<file path="config.mk">
export PLATFORM = sky130hd
export DESIGN_NAME = fetch_line_fill_flat
export DESIGN_NICKNAME = d
export VERILOG_FILES = /design/src/rtl/fetch_line_fill_if.sv /design/src/rtl/fetch_line_fill.sv /design/src/flat_wrapper.sv
export SDC_FILE = /design/constraint.sdc
export NUM_CORES = 2
export LEC_CHECK = 0
export ABC_AREA = 1
export CAP_MARGIN = 20
export CORE_UTILIZATION = 59
export DETAILED_ROUTE_END_ITERATION = 10
export GPL_TIMING_DRIVEN = 0
export PLACE_DENSITY = 0.86
export SLEW_MARGIN = 20
export SYNTH_ARGS = -nofsm -noshare
export SYNTH_HDL_FRONTEND = slang
export SYNTH_SLANG_ARGS = --single-unit
</file>
<file path="constraint.sdc">
create_clock -name clk -period 79.8 [get_ports clk]
set_clock_uncertainty 0.15 [all_clocks]
set_input_delay 15.96 -clock clk [delete_from_list [all_inputs] [get_ports clk]]
set_output_delay 15.96 -clock clk [all_outputs]
set_load 0.1 [all_outputs]
</file>
<file path="src/rtl/fetch_line_fill_if.sv">
// Line-fill bus: fetch-stage request/return plus the burst read channel to memory.
// Latency: n/a (wires only).
// Backpressure: valid/ready on the address and beat channels; the line return has none.
//
// Modports:
//   master - the line-fill unit: takes S_R_ADDR*, drives S_R_DATA*; drives M_AR*, M_RREADY.
//   slave  - its environment: the fetch stage plus the memory read port.
interface fetch_line_fill_if #(
    parameter int ADDR_WIDTH  = 64,
    parameter int DATA_WIDTH  = 64,
    parameter int BUFFER_SIZE = 512
);
    logic [ADDR_WIDTH-1:0]  S_R_ADDR;
    logic                   S_R_ADDR_VALID;
    logic [BUFFER_SIZE-1:0] S_R_DATA;
    logic                   S_R_DATA_VALID;

    logic [ADDR_WIDTH-1:0]  M_ARADDR;
    logic [7:0]             M_ARLEN;
    logic                   M_ARVALID;
    logic                   M_ARREADY;
    logic [DATA_WIDTH-1:0]  M_RDATA;
    logic                   M_RVALID;
    logic                   M_RLAST;
    logic                   M_RREADY;

    modport master (
        input  S_R_ADDR, S_R_ADDR_VALID, M_ARREADY, M_RDATA, M_RVALID, M_RLAST,
        output S_R_DATA, S_R_DATA_VALID, M_ARADDR, M_ARLEN, M_ARVALID, M_RREADY
    );

    modport slave (
        output S_R_ADDR, S_R_ADDR_VALID, M_ARREADY, M_RDATA, M_RVALID, M_RLAST,
        input  S_R_DATA, S_R_DATA_VALID, M_ARADDR, M_ARLEN, M_ARVALID, M_RREADY
    );
endinterface

</file>
<file path="src/rtl/fetch_line_fill.sv">
// Fills one BUFFER_SIZE-bit line from a single burst read starting at the exact requested byte address.
// Latency: 10 cycles from request to S_R_DATA_VALID with ARREADY=1 and back-to-back beats.
// Backpressure: holds ARVALID/ARADDR until ARREADY; accepts beats whenever RVALID; requests outside IDLE are dropped.
//
// Ports:
//   clk, reset - clock, asynchronous active-high reset
//   bus        - fetch_line_fill_if.master (fetch request/line return, burst read channel)
module fetch_line_fill #(
    parameter int ADDR_WIDTH  = 64,
    parameter int DATA_WIDTH  = 64,
    parameter int BUFFER_SIZE = 512
) (
    input  logic               clk,
    input  logic               reset,
    fetch_line_fill_if.master  bus
);
    localparam int BEATS = BUFFER_SIZE / DATA_WIDTH;
    localparam int CNT_W = $clog2(BEATS + 1);
    localparam logic [CNT_W-1:0] BEATS_C = CNT_W'(BEATS);
    localparam logic [7:0]       ARLEN_C = 8'(BEATS - 1);

    typedef enum logic [1:0] {
        ST_IDLE,
        ST_ADDR,
        ST_DATA,
        ST_DONE
    } state_t;

    state_t                 state_q, state_nxt;
    logic [CNT_W-1:0]       cnt_q, cnt_nxt;
    logic [BUFFER_SIZE-1:0] line_q, line_nxt;
    logic [BUFFER_SIZE-1:0] sdata_q, sdata_nxt;
    logic                   sdata_vld_q, sdata_vld_nxt;
    logic [ADDR_WIDTH-1:0]  araddr_q, araddr_nxt;
    logic                   arvalid_q, arvalid_nxt;
    logic                   rready_q, rready_nxt;

    always_comb begin
        state_nxt     = state_q;
        cnt_nxt       = cnt_q;
        line_nxt      = line_q;
        sdata_nxt     = sdata_q;
        sdata_vld_nxt = 1'b0;
        araddr_nxt    = araddr_q;
        arvalid_nxt   = arvalid_q;
        rready_nxt    = rready_q;

        case (state_q)
            ST_IDLE: begin
                if (bus.S_R_ADDR_VALID) begin
                    araddr_nxt  = bus.S_R_ADDR;
                    line_nxt    = '0;
                    cnt_nxt     = '0;
                    arvalid_nxt = 1'b1;
                    state_nxt   = ST_ADDR;
                end
            end
            ST_ADDR: begin
                if (arvalid_q && bus.M_ARREADY) begin
                    arvalid_nxt = 1'b0;
                    rready_nxt  = 1'b1;
                    state_nxt   = ST_DATA;
                end
            end
            ST_DATA: begin
                if (bus.M_RVALID && rready_q) begin
                    // Beats beyond a full line are accepted so the burst can drain, but dropped.
                    if (cnt_q < BEATS_C) begin
                        for (int b = 0; b < BEATS; b++) begin
                            if (cnt_q == CNT_W'(b)) begin
                                line_nxt[b*DATA_WIDTH +: DATA_WIDTH] = bus.M_RDATA;
                            end
                        end
                        cnt_nxt = cnt_q + CNT_W'(1);
                    end
                    // A short burst leaves the unfilled upper beats at zero.
                    if (bus.M_RLAST) begin
                        rready_nxt    = 1'b0;
                        sdata_nxt     = line_nxt;
                        sdata_vld_nxt = 1'b1;
                        state_nxt     = ST_DONE;
                    end
                end
            end
            ST_DONE: begin
                state_nxt = ST_IDLE;
            end
            default: begin
                state_nxt = ST_IDLE;
            end
        endcase
    end

    always_ff @(posedge clk or posedge reset) begin
        if (reset) begin
            state_q     <= ST_IDLE;
            cnt_q       <= '0;
            line_q      <= '0;
            sdata_q     <= '0;
            sdata_vld_q <= 1'b0;
            araddr_q    <= '0;
            arvalid_q   <= 1'b0;
            rready_q    <= 1'b0;
        end else begin
            state_q     <= state_nxt;
            cnt_q       <= cnt_nxt;
            line_q      <= line_nxt;
            sdata_q     <= sdata_nxt;
            sdata_vld_q <= sdata_vld_nxt;
            araddr_q    <= araddr_nxt;
            arvalid_q   <= arvalid_nxt;
            rready_q    <= rready_nxt;
        end
    end

    assign bus.S_R_DATA       = sdata_q;
    assign bus.S_R_DATA_VALID = sdata_vld_q;
    assign bus.M_ARADDR       = araddr_q;
    assign bus.M_ARLEN        = ARLEN_C;
    assign bus.M_ARVALID      = arvalid_q;
    assign bus.M_RREADY       = rready_q;
endmodule

</file>
<file path="src/flat_wrapper.sv">
// flat-port wrapper written by rule: the top's interface ports become plain ports
module fetch_line_fill_flat 
#(
    parameter int ADDR_WIDTH  = 64,
    parameter int DATA_WIDTH  = 64,
    parameter int BUFFER_SIZE = 512
)
  (clk, reset, bus_S_R_ADDR, bus_S_R_ADDR_VALID, bus_M_ARREADY, bus_M_RDATA, bus_M_RVALID, bus_M_RLAST, bus_S_R_DATA, bus_S_R_DATA_VALID, bus_M_ARADDR, bus_M_ARLEN, bus_M_ARVALID, bus_M_RREADY);
  fetch_line_fill_if #(.ADDR_WIDTH(ADDR_WIDTH), .DATA_WIDTH(DATA_WIDTH), .BUFFER_SIZE(BUFFER_SIZE)) bus_i ();
  input  logic clk;
  input  logic reset;
  input wire logic [$bits(bus_i.S_R_ADDR)-1:0] bus_S_R_ADDR;
  input wire logic [$bits(bus_i.S_R_ADDR_VALID)-1:0] bus_S_R_ADDR_VALID;
  input wire logic [$bits(bus_i.M_ARREADY)-1:0] bus_M_ARREADY;
  input wire logic [$bits(bus_i.M_RDATA)-1:0] bus_M_RDATA;
  input wire logic [$bits(bus_i.M_RVALID)-1:0] bus_M_RVALID;
  input wire logic [$bits(bus_i.M_RLAST)-1:0] bus_M_RLAST;
  output wire logic [$bits(bus_i.S_R_DATA)-1:0] bus_S_R_DATA;
  output wire logic [$bits(bus_i.S_R_DATA_VALID)-1:0] bus_S_R_DATA_VALID;
  output wire logic [$bits(bus_i.M_ARADDR)-1:0] bus_M_ARADDR;
  output wire logic [$bits(bus_i.M_ARLEN)-1:0] bus_M_ARLEN;
  output wire logic [$bits(bus_i.M_ARVALID)-1:0] bus_M_ARVALID;
  output wire logic [$bits(bus_i.M_RREADY)-1:0] bus_M_RREADY;
  assign bus_i.S_R_ADDR = bus_S_R_ADDR;
  assign bus_i.S_R_ADDR_VALID = bus_S_R_ADDR_VALID;
  assign bus_i.M_ARREADY = bus_M_ARREADY;
  assign bus_i.M_RDATA = bus_M_RDATA;
  assign bus_i.M_RVALID = bus_M_RVALID;
  assign bus_i.M_RLAST = bus_M_RLAST;
  assign bus_S_R_DATA = bus_i.S_R_DATA;
  assign bus_S_R_DATA_VALID = bus_i.S_R_DATA_VALID;
  assign bus_M_ARADDR = bus_i.M_ARADDR;
  assign bus_M_ARLEN = bus_i.M_ARLEN;
  assign bus_M_ARVALID = bus_i.M_ARVALID;
  assign bus_M_RREADY = bus_i.M_RREADY;
  fetch_line_fill #(.ADDR_WIDTH(ADDR_WIDTH), .DATA_WIDTH(DATA_WIDTH), .BUFFER_SIZE(BUFFER_SIZE)) u_core (.clk(clk), .reset(reset), .bus(bus_i));
endmodule
</file>
==> results.md <==
* Status: finished clean
* Vias post-DR at 46.3k
* Starting utilization of the core area at 0.599
* Share of synthesized area occupied by flip-flops and latches at 0.578
* Clock network fraction of total power at 0.242
* Worst hold-check slack at 0.319 ns
* Distinct cell type count after synthesis at 20
* Total wirelength of the detailed-routed design at 168000 um
* DRC violations left at 0
* PostCTS Resize Cnt at 0
* Clock latency of the later-clocked register in the worst-skew pair at 0.68 ns
* Hold-fix buffers at CTS at 0
* Synth area leaders: dfrtp_1 58%, nand2_1 32%, nand3_1 2.8%
* Die area at 81600 sq um
* Number of synthesis warnings at 0
* Most common cell after layout, fill and taps aside: nand2_1
* P&R area growth vs syn at 26.3%
* Worst Path Buf+Inv at 1
* Crit-path slowest cell: clkdlybuf4s50_1
* Leak pwr at 32.9 nW
* Final-report setup violation count at 0
* Post-route clock period utilization at 0.231
* Predominant post-synthesis flop cell: dfrtp_1
* Mapped Area at 47500 sq um
* Standard-cell row count at 103
* Setup TNS Final at 0 ns
* Average wire per cell in the routed design at 20.6 um
* Number of detailed-route iterations in the first pass at 6
* Type of the most critical hold path: flop to flop
* H-tree depth at 3
* Total routing resource utilization after global routing at 0.408
* Worst-case clock buffer depth at 3
* Max stage delay on crit path at 1.20 ns
* Share of async-settable or async-resettable flops after synthesis at 1.00
* Total count of hold-check failures in the final report at 0
* Number of placed I/O pins at 721
* Layout cells sized above 1 at 0.0514
* Required time of the critical path at 63.69 ns
* Post CTS Setup Buffer Count at 0
* Count of input and output buffers at 712
* Number of antenna violations at the first check in global routing at 2
* Worst slew margin at 0.212
* Number of synthesized register bits at 1097
* Part of the power in combinational logic at 0.448
* Clock root buffer master: clkbuf_16
* Worst ir drop on vdd at 43.9 uV
* End-of-flow core utilization at 0.757
* Actual slew at the worst max-slew pin at 1.18 ns
* Antenna-violating nets left at 0
* Via count of the first global-routing pass at 45.1k
* Sw Ratio at 0.485
* Die span in x at 286 um
* Gpl congestion at 0.918
* Internal power contribution at 0.00116 W
* Height of the die at 286 um
* Clk slew on worst S/H paths at 0.06 ns
* Power density of the placed cells at 37.5 nW/um^2
* Register-to-register path setup slack at 76.73 ns
* Net load switching power at 0.00109 W
* Sequential Power Share at 0.310
* Std-Cell Core Area at 79300 sq um
* Final critical path time including I/O delays and setup at 18.46 ns
* Largest net degree at the start of global routing at 111
* Startpoint types: flop
* F_max at 0.0542 GHz
* Cell type contributing the most total cell area after synthesis: dfrtp_1
* Remaining global-route overflow at 0
* Number of clock buffers inserted by TritonCTS at 109
* Pins Over Slew Limit at 0
* Cells after synthesis at 6172
* Starting DRC count in detailed routing at 5776
* Final nets at 7153
* Number of max-cap violations at 0
* Number of fill cells in the layout at 5642
* CP Class: flop to output pin
* Number of flops mapped to enable cells by yosys at 0
* Worst Setup End Kind: output pin
* Commonest cells after routing, fill and taps aside: 4064 x nand2_1, 1097 x dfrtp_1, 705 x clkdlybuf4s50_1
* Synthesized area divided by synthesized cell count at 7.70 sq um
* Vias per Instance at 5.68
* First-pass GRT wire length at 255000 um
* Unrepaired setup endpoints after global routing: no
* Half-perimeter wire length after detailed placement at 122000 um
* CTS sink cnt at 1097
* Cells along the critical path: clkdlybuf4s50_1
* CTS tree: built
* Maximum fanout along the worst path at 2
* Post-synth top area share at 0.578
* Worst EP arrival at 2.35 ns
* Kind of cell adding the most delay to the critical path: buffers and inverters
through the flow:
stage / cells / power (W) / area [sq um] / setup WS [ns]
6_report: 8151 / 0.00225 / 60000 / 61.34
5_1_grt: 8147 / 0.00232 / 60000 / 61.31
4_1_cts: 8147 / 0.00223 / 60000 / 61.32
3_5_place_dp: 7951 / 0.00169 / 56200 / 60.98
3_3_place_gp: 7940 / 0.00168 / 56000 / 20.69
2_1_floorplan: 6178 / 0.00140 / 47500 / 32.80
routing by layer:
metal  vias up  part of all wire  track usage
met2      2886              0.45        0.618
li1      20500                 -            -
met5         -                 0            0
met1     22200              0.37        0.517
met3       715             0.096       0.0814
met4         0             0.091        0.319
power by group through the flow:
stage | registers (W) | logic [W] | clock network (W)
2_1_floorplan | 0.00112 | 0.000277 | 0
3_3_place_gp | 0.000704 | 0.000974 | 0
3_5_place_dp | 0.000702 | 0.000990 | 0
4_1_cts | 0.000695 | 0.000995 | 0.000541
5_1_grt | 0.000704 | 0.00105 | 0.000565
6_report | 0.000697 | 0.00101 | 0.000543
registers in the layout (all words and copies together) (netlist names):
signal / flops
u_core.line_q: 512
u_core.bus.S_R_DATA: 512
u_core.cnt_q: 4
u_core.bus.M_ARVALID: 1
u_core.bus.M_RREADY: 1
u_core.state_q: 2
u_core.bus.M_ARADDR: 64
u_core.bus.S_R_DATA_VALID: 1
layout make-up:
type / count / area [sq um] / share of cell area
clock inverter: 46 / 611 / 0.0102
inverter: 78 / 305 / 0.00509
clock buffer: 150 / 3130 / 0.0522
buffer: 386 / 1690 / 0.0282
multi-input combinational: 4617 / 18100 / 0.301
antenna: 4 / 10.0 / 0.000167
sequential: 1097 / 27500 / 0.458
timing repair buffer: 723 / 7390 / 0.123
tap: 1050 / 1310 / 0.0219
synth_stat cells, types with 2 or more instances:
master    number
conb_1         2
clkbuf_1     194
buf_2        147
ha_1           7
nand2_1     4064
nor2_1         6
buf_1         31
nand3_1      267
o21ai_0      260
buf_4         13
inv_1         76
dfrtp_1     1097
kinds of logic (layout without fill, tap and decap cells):
group | Yosys count | count (layout) | synth area share
adder cells (fa/ha/maj) | 7 | 7 | 0.00184
other | 2 | 12 | 0.000158
XOR/XNOR | 1 | 1 | 0.000184
flip-flops | 1097 | 1097 | 0.578
AND/OR/NAND/NOR | 4340 | 4340 | 0.350
AO/OA/AOI/OAI | 261 | 261 | 0.0275
buffers and inverters | 464 | 1383 | 0.0418
final timing paths:
path,endpoint,depth (start not counted),from
worst max-delay path,bus_S_R_DATA[237],1,u_core.bus.S_R_DATA[237]$_DFFE_PP0P_
worst min-delay path,u_core.bus.S_R_DATA[27]$_DFFE_PP0P_,2,u_core.bus.S_R_DATA[27]$_DFFE_PP0P_
worst max register to register,u_core.bus.S_R_DATA[339]$_DFFE_PP0P_,10,u_core.state_q[0]$_DFFE_PP0P_
worst min register to register,u_core.bus.S_R_DATA[27]$_DFFE_PP0P_,2,u_core.bus.S_R_DATA[27]$_DFFE_PP0P_
max in group asynchronous,u_core.bus.M_ARADDR[21]$_DFFE_PP0P_,6,reset
min in group asynchronous,u_core.bus.S_R_DATA[321]$_DFFE_PP0P_,2,reset
No activity file was read; power rests on OpenSTA's default activity.
